==> src/rtl/adc_sequencer_if.sv <==
// Wishbone slave bus bundle for adc_sequencer.
// master drives strobe/cycle/write/address/data; slave returns data/ack.
interface adc_sequencer_if;
  logic        wb_stb_i;
  logic        wb_cyc_i;
  logic        wb_we_i;
  logic [15:0] wb_adr_i;
  logic [15:0] wb_dat_i;
  logic [15:0] wb_dat_o;
  logic        wb_ack_o;

  modport master (
    output wb_stb_i, wb_cyc_i, wb_we_i,
    output wb_adr_i, wb_dat_i,
    input  wb_dat_o, wb_ack_o
  );

  modport slave (
    input  wb_stb_i, wb_cyc_i, wb_we_i,
    input  wb_adr_i, wb_dat_i,
    output wb_dat_o, wb_ack_o
  );
endinterface

==> src/rtl/adc_sequencer.sv <==
// ADC channel sweeper: settle, average 2^AVG_LOG2 conversions, strobe out.
// Ports: wb_clk_i/wb_rst_i, wb (regs), adc_* macro side, adc_strb/channel/result out.
module adc_sequencer #(
  parameter int SETTLE_CYCLES  = 16,
  parameter int AVG_LOG2       = 2,
  parameter int TIMEOUT_CYCLES = 1024
) (
  input  logic        wb_clk_i,
  input  logic        wb_rst_i,
  adc_sequencer_if.slave wb,
  output logic        adc_start_o,
  output logic [4:0]  adc_chnum_o,
  input  logic        adc_busy_i,
  input  logic        adc_datavalid_i,
  input  logic [11:0] adc_result_i,
  output logic        adc_strb,
  output logic [4:0]  adc_channel,
  output logic [11:0] adc_result
);

  localparam int AW = 12 + AVG_LOG2;
  localparam int CW = AVG_LOG2 + 1;
  localparam int SW = $clog2(SETTLE_CYCLES + 1);
  localparam int TW = $clog2(TIMEOUT_CYCLES + 1);
  localparam logic [CW-1:0] NCONV = CW'(1 << AVG_LOG2);
  localparam logic [SW-1:0] SLOAD = SW'(SETTLE_CYCLES - 1);
  localparam logic [TW-1:0] TLOAD = TW'(TIMEOUT_CYCLES - 1);

  localparam logic [2:0] ST_IDLE   = 3'd0;
  localparam logic [2:0] ST_SELECT = 3'd1;
  localparam logic [2:0] ST_SETTLE = 3'd2;
  localparam logic [2:0] ST_START  = 3'd3;
  localparam logic [2:0] ST_WAIT   = 3'd4;
  localparam logic [2:0] ST_EMIT   = 3'd5;

  logic [31:0]   mask_q;
  logic          run_q;
  logic          tout_q;
  logic [2:0]    state_q;
  logic [SW-1:0] settle_q;
  logic [TW-1:0] tmo_q;
  logic [AW-1:0] acc_q;
  logic [CW-1:0] cnt_q;

  logic          wb_req;
  logic          go;
  logic          tmo_evt;
  logic          tout_clr;
  logic [AW-1:0] acc_sum;
  logic [CW-1:0] cnt_inc;
  logic [4:0]    nxt_lo;
  logic [4:0]    nxt_hi;
  logic          hi_ok;
  logic [4:0]    nxt_ch;

  assign wb_req  = wb.wb_stb_i & wb.wb_cyc_i & ~wb.wb_ack_o;
  assign go      = run_q & (|mask_q);
  assign acc_sum = acc_q + AW'(adc_result_i);
  assign cnt_inc = cnt_q + 1'b1;
  assign tmo_evt = (state_q == ST_WAIT) & ~adc_datavalid_i
                 & (tmo_q == '0);
  assign tout_clr = wb_req & wb.wb_we_i
                  & (wb.wb_adr_i[1:0] == 2'd3) & wb.wb_dat_i[1];

  always_ff @(posedge wb_clk_i or posedge wb_rst_i) begin
    if (wb_rst_i) begin
      wb.wb_ack_o <= 1'b0;
      mask_q      <= 32'hFFFF_FFFF;
      run_q       <= 1'b1;
    end else begin
      wb.wb_ack_o <= wb_req;
      if (wb_req && wb.wb_we_i) begin
        case (wb.wb_adr_i[1:0])
          2'd0:    mask_q[15:0]  <= wb.wb_dat_i;
          2'd1:    mask_q[31:16] <= wb.wb_dat_i;
          2'd2:    run_q         <= wb.wb_dat_i[0];
          default: ;
        endcase
      end
    end
  end

  // A timeout in the same cycle as a clear request stays set.
  always_ff @(posedge wb_clk_i or posedge wb_rst_i) begin
    if (wb_rst_i) tout_q <= 1'b0;
    else if (tmo_evt) tout_q <= 1'b1;
    else if (tout_clr) tout_q <= 1'b0;
  end

  always_comb begin
    wb.wb_dat_o = '0;
    case (wb.wb_adr_i[1:0])
      2'd0: wb.wb_dat_o = mask_q[15:0];
      2'd1: wb.wb_dat_o = mask_q[31:16];
      2'd2: wb.wb_dat_o = {15'd0, run_q};
      2'd3: wb.wb_dat_o = {1'b0, state_q, 3'd0, adc_chnum_o,
                           2'd0, tout_q, run_q};
      default: ;
    endcase
  end

  // Scanning downward leaves the lowest hit in each candidate.
  always_comb begin
    nxt_lo = '0;
    nxt_hi = '0;
    hi_ok  = 1'b0;
    for (int i = 31; i >= 0; i--) begin
      if (mask_q[i]) begin
        nxt_lo = 5'(i);
        if (5'(i) > adc_chnum_o) begin
          nxt_hi = 5'(i);
          hi_ok  = 1'b1;
        end
      end
    end
  end

  assign nxt_ch = hi_ok ? nxt_hi : nxt_lo;

  always_ff @(posedge wb_clk_i or posedge wb_rst_i) begin
    if (wb_rst_i) begin
      state_q     <= ST_IDLE;
      adc_start_o <= 1'b0;
      adc_chnum_o <= 5'd31;
      adc_strb    <= 1'b0;
      adc_channel <= '0;
      adc_result  <= '0;
      settle_q    <= '0;
      tmo_q       <= '0;
      acc_q       <= '0;
      cnt_q       <= '0;
    end else begin
      adc_start_o <= 1'b0;
      adc_strb    <= 1'b0;
      case (state_q)
        ST_IDLE: begin
          if (go) state_q <= ST_SELECT;
        end
        ST_SELECT: begin
          if (!go) begin
            state_q <= ST_IDLE;
          end else begin
            adc_chnum_o <= nxt_ch;
            acc_q       <= '0;
            cnt_q       <= '0;
            settle_q    <= SLOAD;
            state_q     <= ST_SETTLE;
          end
        end
        ST_SETTLE: begin
          if (!go) state_q <= ST_IDLE;
          else if (settle_q == '0) state_q <= ST_START;
          else settle_q <= settle_q - 1'b1;
        end
        ST_START: begin
          if (!go) begin
            state_q <= ST_IDLE;
          end else if (!adc_busy_i) begin
            adc_start_o <= 1'b1;
            tmo_q       <= TLOAD;
            state_q     <= ST_WAIT;
          end
        end
        ST_WAIT: begin
          // Valid wins over a same-cycle timeout; RUN=0 drops the sample.
          if (adc_datavalid_i) begin
            if (!run_q) begin
              state_q <= ST_IDLE;
            end else if (cnt_inc == NCONV) begin
              adc_strb    <= 1'b1;
              adc_channel <= adc_chnum_o;
              adc_result  <= acc_sum[AW-1:AVG_LOG2];
              state_q     <= ST_EMIT;
            end else begin
              acc_q   <= acc_sum;
              cnt_q   <= cnt_inc;
              state_q <= ST_START;
            end
          end else if (tmo_q == '0) begin
            state_q <= run_q ? ST_SELECT : ST_IDLE;
          end else begin
            tmo_q <= tmo_q - 1'b1;
          end
        end
        ST_EMIT: begin
          state_q <= run_q ? ST_SELECT : ST_IDLE;
        end
        default: state_q <= ST_IDLE;
      endcase
    end
  end

endmodule

==> src/flat_wrapper.sv <==
// flat-port wrapper written by rule: the top's interface ports become plain ports
module adc_sequencer_flat 
#(
  parameter int SETTLE_CYCLES  = 16,
  parameter int AVG_LOG2       = 2,
  parameter int TIMEOUT_CYCLES = 1024
)
  (wb_clk_i, wb_rst_i, adc_start_o, adc_chnum_o, adc_busy_i, adc_datavalid_i, adc_result_i, adc_strb, adc_channel, adc_result, wb_wb_stb_i, wb_wb_cyc_i, wb_wb_we_i, wb_wb_adr_i, wb_wb_dat_i, wb_wb_dat_o, wb_wb_ack_o);
  adc_sequencer_if wb_i ();
  input  logic wb_clk_i;
  input  logic wb_rst_i;
  output logic adc_start_o;
  output logic [4:0] adc_chnum_o;
  input  logic adc_busy_i;
  input  logic adc_datavalid_i;
  input  logic [11:0] adc_result_i;
  output logic adc_strb;
  output logic [4:0] adc_channel;
  output logic [11:0] adc_result;
  input wire logic [$bits(wb_i.wb_stb_i)-1:0] wb_wb_stb_i;
  input wire logic [$bits(wb_i.wb_cyc_i)-1:0] wb_wb_cyc_i;
  input wire logic [$bits(wb_i.wb_we_i)-1:0] wb_wb_we_i;
  input wire logic [$bits(wb_i.wb_adr_i)-1:0] wb_wb_adr_i;
  input wire logic [$bits(wb_i.wb_dat_i)-1:0] wb_wb_dat_i;
  output wire logic [$bits(wb_i.wb_dat_o)-1:0] wb_wb_dat_o;
  output wire logic [$bits(wb_i.wb_ack_o)-1:0] wb_wb_ack_o;
  assign wb_i.wb_stb_i = wb_wb_stb_i;
  assign wb_i.wb_cyc_i = wb_wb_cyc_i;
  assign wb_i.wb_we_i = wb_wb_we_i;
  assign wb_i.wb_adr_i = wb_wb_adr_i;
  assign wb_i.wb_dat_i = wb_wb_dat_i;
  assign wb_wb_dat_o = wb_i.wb_dat_o;
  assign wb_wb_ack_o = wb_i.wb_ack_o;
  adc_sequencer #(.SETTLE_CYCLES(SETTLE_CYCLES), .AVG_LOG2(AVG_LOG2), .TIMEOUT_CYCLES(TIMEOUT_CYCLES)) u_core (.wb_clk_i(wb_clk_i), .wb_rst_i(wb_rst_i), .wb(wb_i), .adc_start_o(adc_start_o), .adc_chnum_o(adc_chnum_o), .adc_busy_i(adc_busy_i), .adc_datavalid_i(adc_datavalid_i), .adc_result_i(adc_result_i), .adc_strb(adc_strb), .adc_channel(adc_channel), .adc_result(adc_result));
endmodule
==> config.mk <==
export PLATFORM = sky130hd
export DESIGN_NAME = adc_sequencer_flat
export DESIGN_NICKNAME = d
export VERILOG_FILES = /design/src/rtl/adc_sequencer_if.sv /design/src/rtl/adc_sequencer.sv /design/src/flat_wrapper.sv
export SDC_FILE = /design/constraint.sdc
export NUM_CORES = 1
export LEC_CHECK = 0
export BUFFER_PORTS_ARGS = -buffer_cell sky130_fd_sc_hd__buf_2
export CORE_MARGIN = 1
export CORE_UTILIZATION = 45
export CTS_CLUSTER_SIZE = 14
export DETAILED_ROUTE_END_ITERATION = 6
export PLACE_DENSITY = 0.65
export SLEW_MARGIN = 10
export SYNTH_ARGS = -nofsm -noshare
export SYNTH_HDL_FRONTEND = slang
export SYNTH_SLANG_ARGS = --single-unit
==> constraint.sdc <==
create_clock -name wb_clk_i -period 8.3 [get_ports wb_clk_i]
set_clock_uncertainty 0.1 [all_clocks]
set_input_delay 0.415 -clock wb_clk_i [delete_from_list [all_inputs] [get_ports wb_clk_i]]
set_output_delay 0.415 -clock wb_clk_i [all_outputs]
set_load 0.05 [all_outputs]
==> results.md <==
Clock tree:
- Post-CTS repair changed the size of 0 cells.
- The count of H-tree levels built during CTS is 3.
- Clock tree synthesis selected as its root buffer the cell clkbuf_16.
- The clock passes through at most 2 buffers.
- The clock tree from TritonCTS is built.
- In this run, CTS created clock tree buffers numbering 9.
- The hold buffer count at cts is 0.
- The post-CTS setup repair buffer count is 0.
- The clock latency on the worst-skew pair is 0.35 ns.
- The clock input transition at the sequential cells of the worst setup and hold paths is 0.07 ns.
- The clock net in this run drives a total of 95 sinks.

STA:
- The final worst hold slack is 0.03049 ns.
- In this run the tightest slew margin relative to its limit is 0.3771.
- Setup violations remaining at the end of the flow were counted as 0.
- Dividing the final minimum period by the clock period gives 0.3848.
- The final hold violation count is 0.
- For the pin with the worst max-slew slack, the measured transition is 0.9309 ns.
- The setup TNS is 0 ns.
- The worst path in the final design needs a cycle of 3.194 ns, including I/O delays and setup.
- Based on the critical path, the design can be clocked at up to 313.1 MHz.
- The max-slew violation count is 0.
- Setup repair after global routing left no endpoint under its margin.

Setup path:
- The kind of launch point of the worst setup path is a flop.
- The classification of the worst setup path is flop to flop.
- The signal arrival time at the worst endpoint is 3.38 ns.
- The top fanout value on the critical path is 28.
- Data on the critical path is required at its endpoint by between 8 and 9 ns.
- The nature of the critical path endpoint is a flop.

Layout:
- The repair_antennas step left the layout with diodes totalling 0.
- The net count reported at finish is 829.
- The utilization after layout is 0.5232.
- From synthesis to final layout, the design area changed by 12.32%.
- Of the cells placed in the final design, the portion with a size suffix greater than 1 is 0.2510.

Drt:
- Summing over every cut layer, the via total after detailed routing is approximately 5700.
- The total wire length is 17.05 mm.
- The detail route stage leaves a number of antenna-violating nets equal to 0.
- The final routed wire length divided by cell count is 18.12 microns.
- The number of detailed-routing iterations run before antenna repair is 5.
- In this run, the number of DRC markers left after iteration 0 of detailed routing was 369.
- For this run, design rule violations remaining after detail routing come to 0.
- The number of vias per cell is between 6 and 7.

Min path:
- The type of the tightest min-delay check is input port to asynchronous set/reset pin.

Logic synthesis:
- The net count of the mapped netlist is 779.
- The sequential area share after synthesis is 0.3900.
- Counting flops with a built-in enable in the synthesized netlist gives 0.
- The proportion of synthesized flip-flops having asynchronous set or reset is 1.000.
- The largest area contributor in the synthesized netlist is dfrtp_1.
- Synthesis inferred 95 register bits.
- The number of library cell types mapped by synthesis is 73.
- The number of instances in the synthesized netlist is 710.
- In the post-synthesis netlist, the biggest area contributors are dfrtp_1 23%, dfstp_2 16%, mux2_2 6.0%.
- Of the post-synthesis cell area, the dominant cell type holds 0.2294.
- By count the netlist is led by 82 x nand2_1, 73 x o21ai_0, 57 x dfrtp_1.
- nand2_1 is the most common cell in the netlist.
- The Yosys warning count is 0.
- For this run, the leading register cell type out of synthesis is dfrtp_1.
- In this run the cell area of the synthesized design comes to 6217 sq um.
- Dividing the synthesized area by the synthesized cell count gives around 8.8 sq um.

Floorplanning:
- The placeable core region is 13350 sq um.
- The y dimension of the die is 119.5 microns.
- The standard-cell row count is 42.
- Measured along the x axis, the die boundary spans 119.5 microns.
- Pin placement for this block handled 92 I/O pins.
- The effective utilization at floorplan is 0.4658.
- The die covers around 14000 sq um.

GRT:
- The global-route wire length before repair is 28.17 mm.
- The overall routing resource usage is 0.2506.
- The via count of the first global-routing pass is 5628.
- The total overflow reported by the global router is 0.
- The number of antenna violations at the first check in global routing came to 0.
- The pin count of the biggest net entering global routing is 52.

Power:
- The leakage component of the power is 3.178 nW.
- Summing internal, switching and leakage power gives 0.002010 W.
- The worst voltage drop across the vdd grid is 0.1207 mV.
- Dividing total power by cell area gives a power density of between 200 and 300 nW/um^2.

Place:
- The wire-length estimate of the detail-placed layout is 12.03 mm.
- Routability-driven placement finished with a final weighted congestion of between 0.9 and 1.
- The number of buffers inserted by port buffering is a little under 80.

Job:
- The number of maximum-capacitance constraint violations is 0.

Status:
- The run finished with clean final reports.
==> per-stage QoR <==
step | setup slack (ns) | instance area [sq um] | std cells
6_report | 5.106 | 6983 | 941
5_1_grt | 4.840 | 6983 | 941
4_1_cts | 5.181 | 6983 | 941
3_5_place_dp | 5.201 | 6684 | 925
3_3_place_gp | 5.242 | 6684 | 925
2_1_floorplan | 5.282 | 6217 | 710
==> power breakdown <==
group | internal, W | switching, W
Combinational | 0.000291 | 0.000445
Sequential | 0.000602 | 0.000250
Clock | 0.000242 | 0.000181
==> sequential cells by signal, summed over array words and instances (netlist names) <==
register,cells
u_core.mask_q,32
u_core.tmo_q,11
u_core.wb.wb_ack_o,1
u_core.adc_channel,5
u_core.adc_chnum_o,5
u_core.adc_strb,1
u_core.tout_q,1
u_core.state_q,3
u_core.adc_start_o,1
u_core.run_q,1
u_core.settle_q,5
u_core.adc_result,12
u_core.acc_q,14
u_core.cnt_q,3
==> critical path, stage by stage, from the launching register on <==
cell and delay (ns):
dfstp_2 0.86, clkinv_1 0.41, o21ai_0 0.38, nand3_1 0.24, nor4_1 0.48, nand3b_1 0.17, or3_1 0.38, nand3_1 0.10
==> worst paths after layout <==
kind / from / endpoint / slack [ns] / depth (start not counted)
min: wb_rst_i / u_core.wb.wb_ack_o$_DFF_PP0_ / 0.03 / 2
max reg2reg: u_core.adc_chnum_o[4]$_DFFE_PP1P_ / u_core.adc_chnum_o[1]$_DFFE_PP1P_ / 5.11 / 7
min in group wb_clk_i: wb_wb_cyc_i / u_core.wb.wb_ack_o$_DFF_PP0_ / 0.18 / 3
max: u_core.adc_chnum_o[4]$_DFFE_PP1P_ / u_core.adc_chnum_o[1]$_DFFE_PP1P_ / 5.11 / 7
max in group asynchronous: wb_rst_i / u_core.adc_result[3]$_DFFE_PP0P_ / 7.00 / 3
min reg2reg: u_core.wb.wb_ack_o$_DFF_PP0_ / u_core.wb.wb_ack_o$_DFF_PP0_ / 0.33 / 1
==> metal layers <==
| metal | wire length [microns] | track usage | vias to the layer above |
|---|---|---|---|
| met4 | 581 | 0.1313 | 0 |
| met3 | 1031 | 0.03945 | 43 |
| met5 | 0 | 0 | - |
| met1 | 7608 | 0.3380 | 2718 |
| li1 | - | - | 2681 |
| met2 | 7829 | 0.3880 | 212 |
==> layout make-up <==
| type | count | area [sq um] |
|---|---|---|
| Clock buffer | 11 | 242.7 |
| Clock inverter | 5 | 56.30 |
| Sequential cell | 95 | 2425 |
| Timing Repair Buffer | 81 | 415.4 |
| Tap cell | 176 | 220.2 |
| Inverter | 28 | 107.6 |
| Fill cell | 1252 | 6365 |
| Multi-Input combinational cell | 545 | 3516 |
==> cells by family after synthesis <==
family	count (synthesis)	synth area share
mux	51	0.08875
buf+inv	70	0.04609
compound gates	203	0.2091
flops	95	0.3900
fa+ha+maj	18	0.03743
simple gates	258	0.2075
xor+xnor	15	0.02113
==> placed cells by master, fill, tap and decap left out, drive strengths merged, types with 6 or more instances in the layout <==
| cell | count |
|---|---|
| a211oi | 8 |
| a21o | 9 |
| a21oi | 34 |
| a31oi | 12 |
| and3 | 7 |
| buf | 81 |
| clkbuf | 11 |
| dfrtp | 57 |
| dfstp | 38 |
| ha | 17 |
| inv | 28 |
| mux2 | 33 |
| mux2i | 18 |
| nand2 | 83 |
| nand2b | 8 |
| nand3 | 34 |
| nand4 | 10 |
| nor2 | 54 |
| nor2b | 8 |
| nor3 | 15 |
| nor4 | 14 |
| o211ai | 6 |
| o21ai | 76 |
| xnor2 | 8 |
| xor2 | 7 |
(Power assumes the default switching activity.)
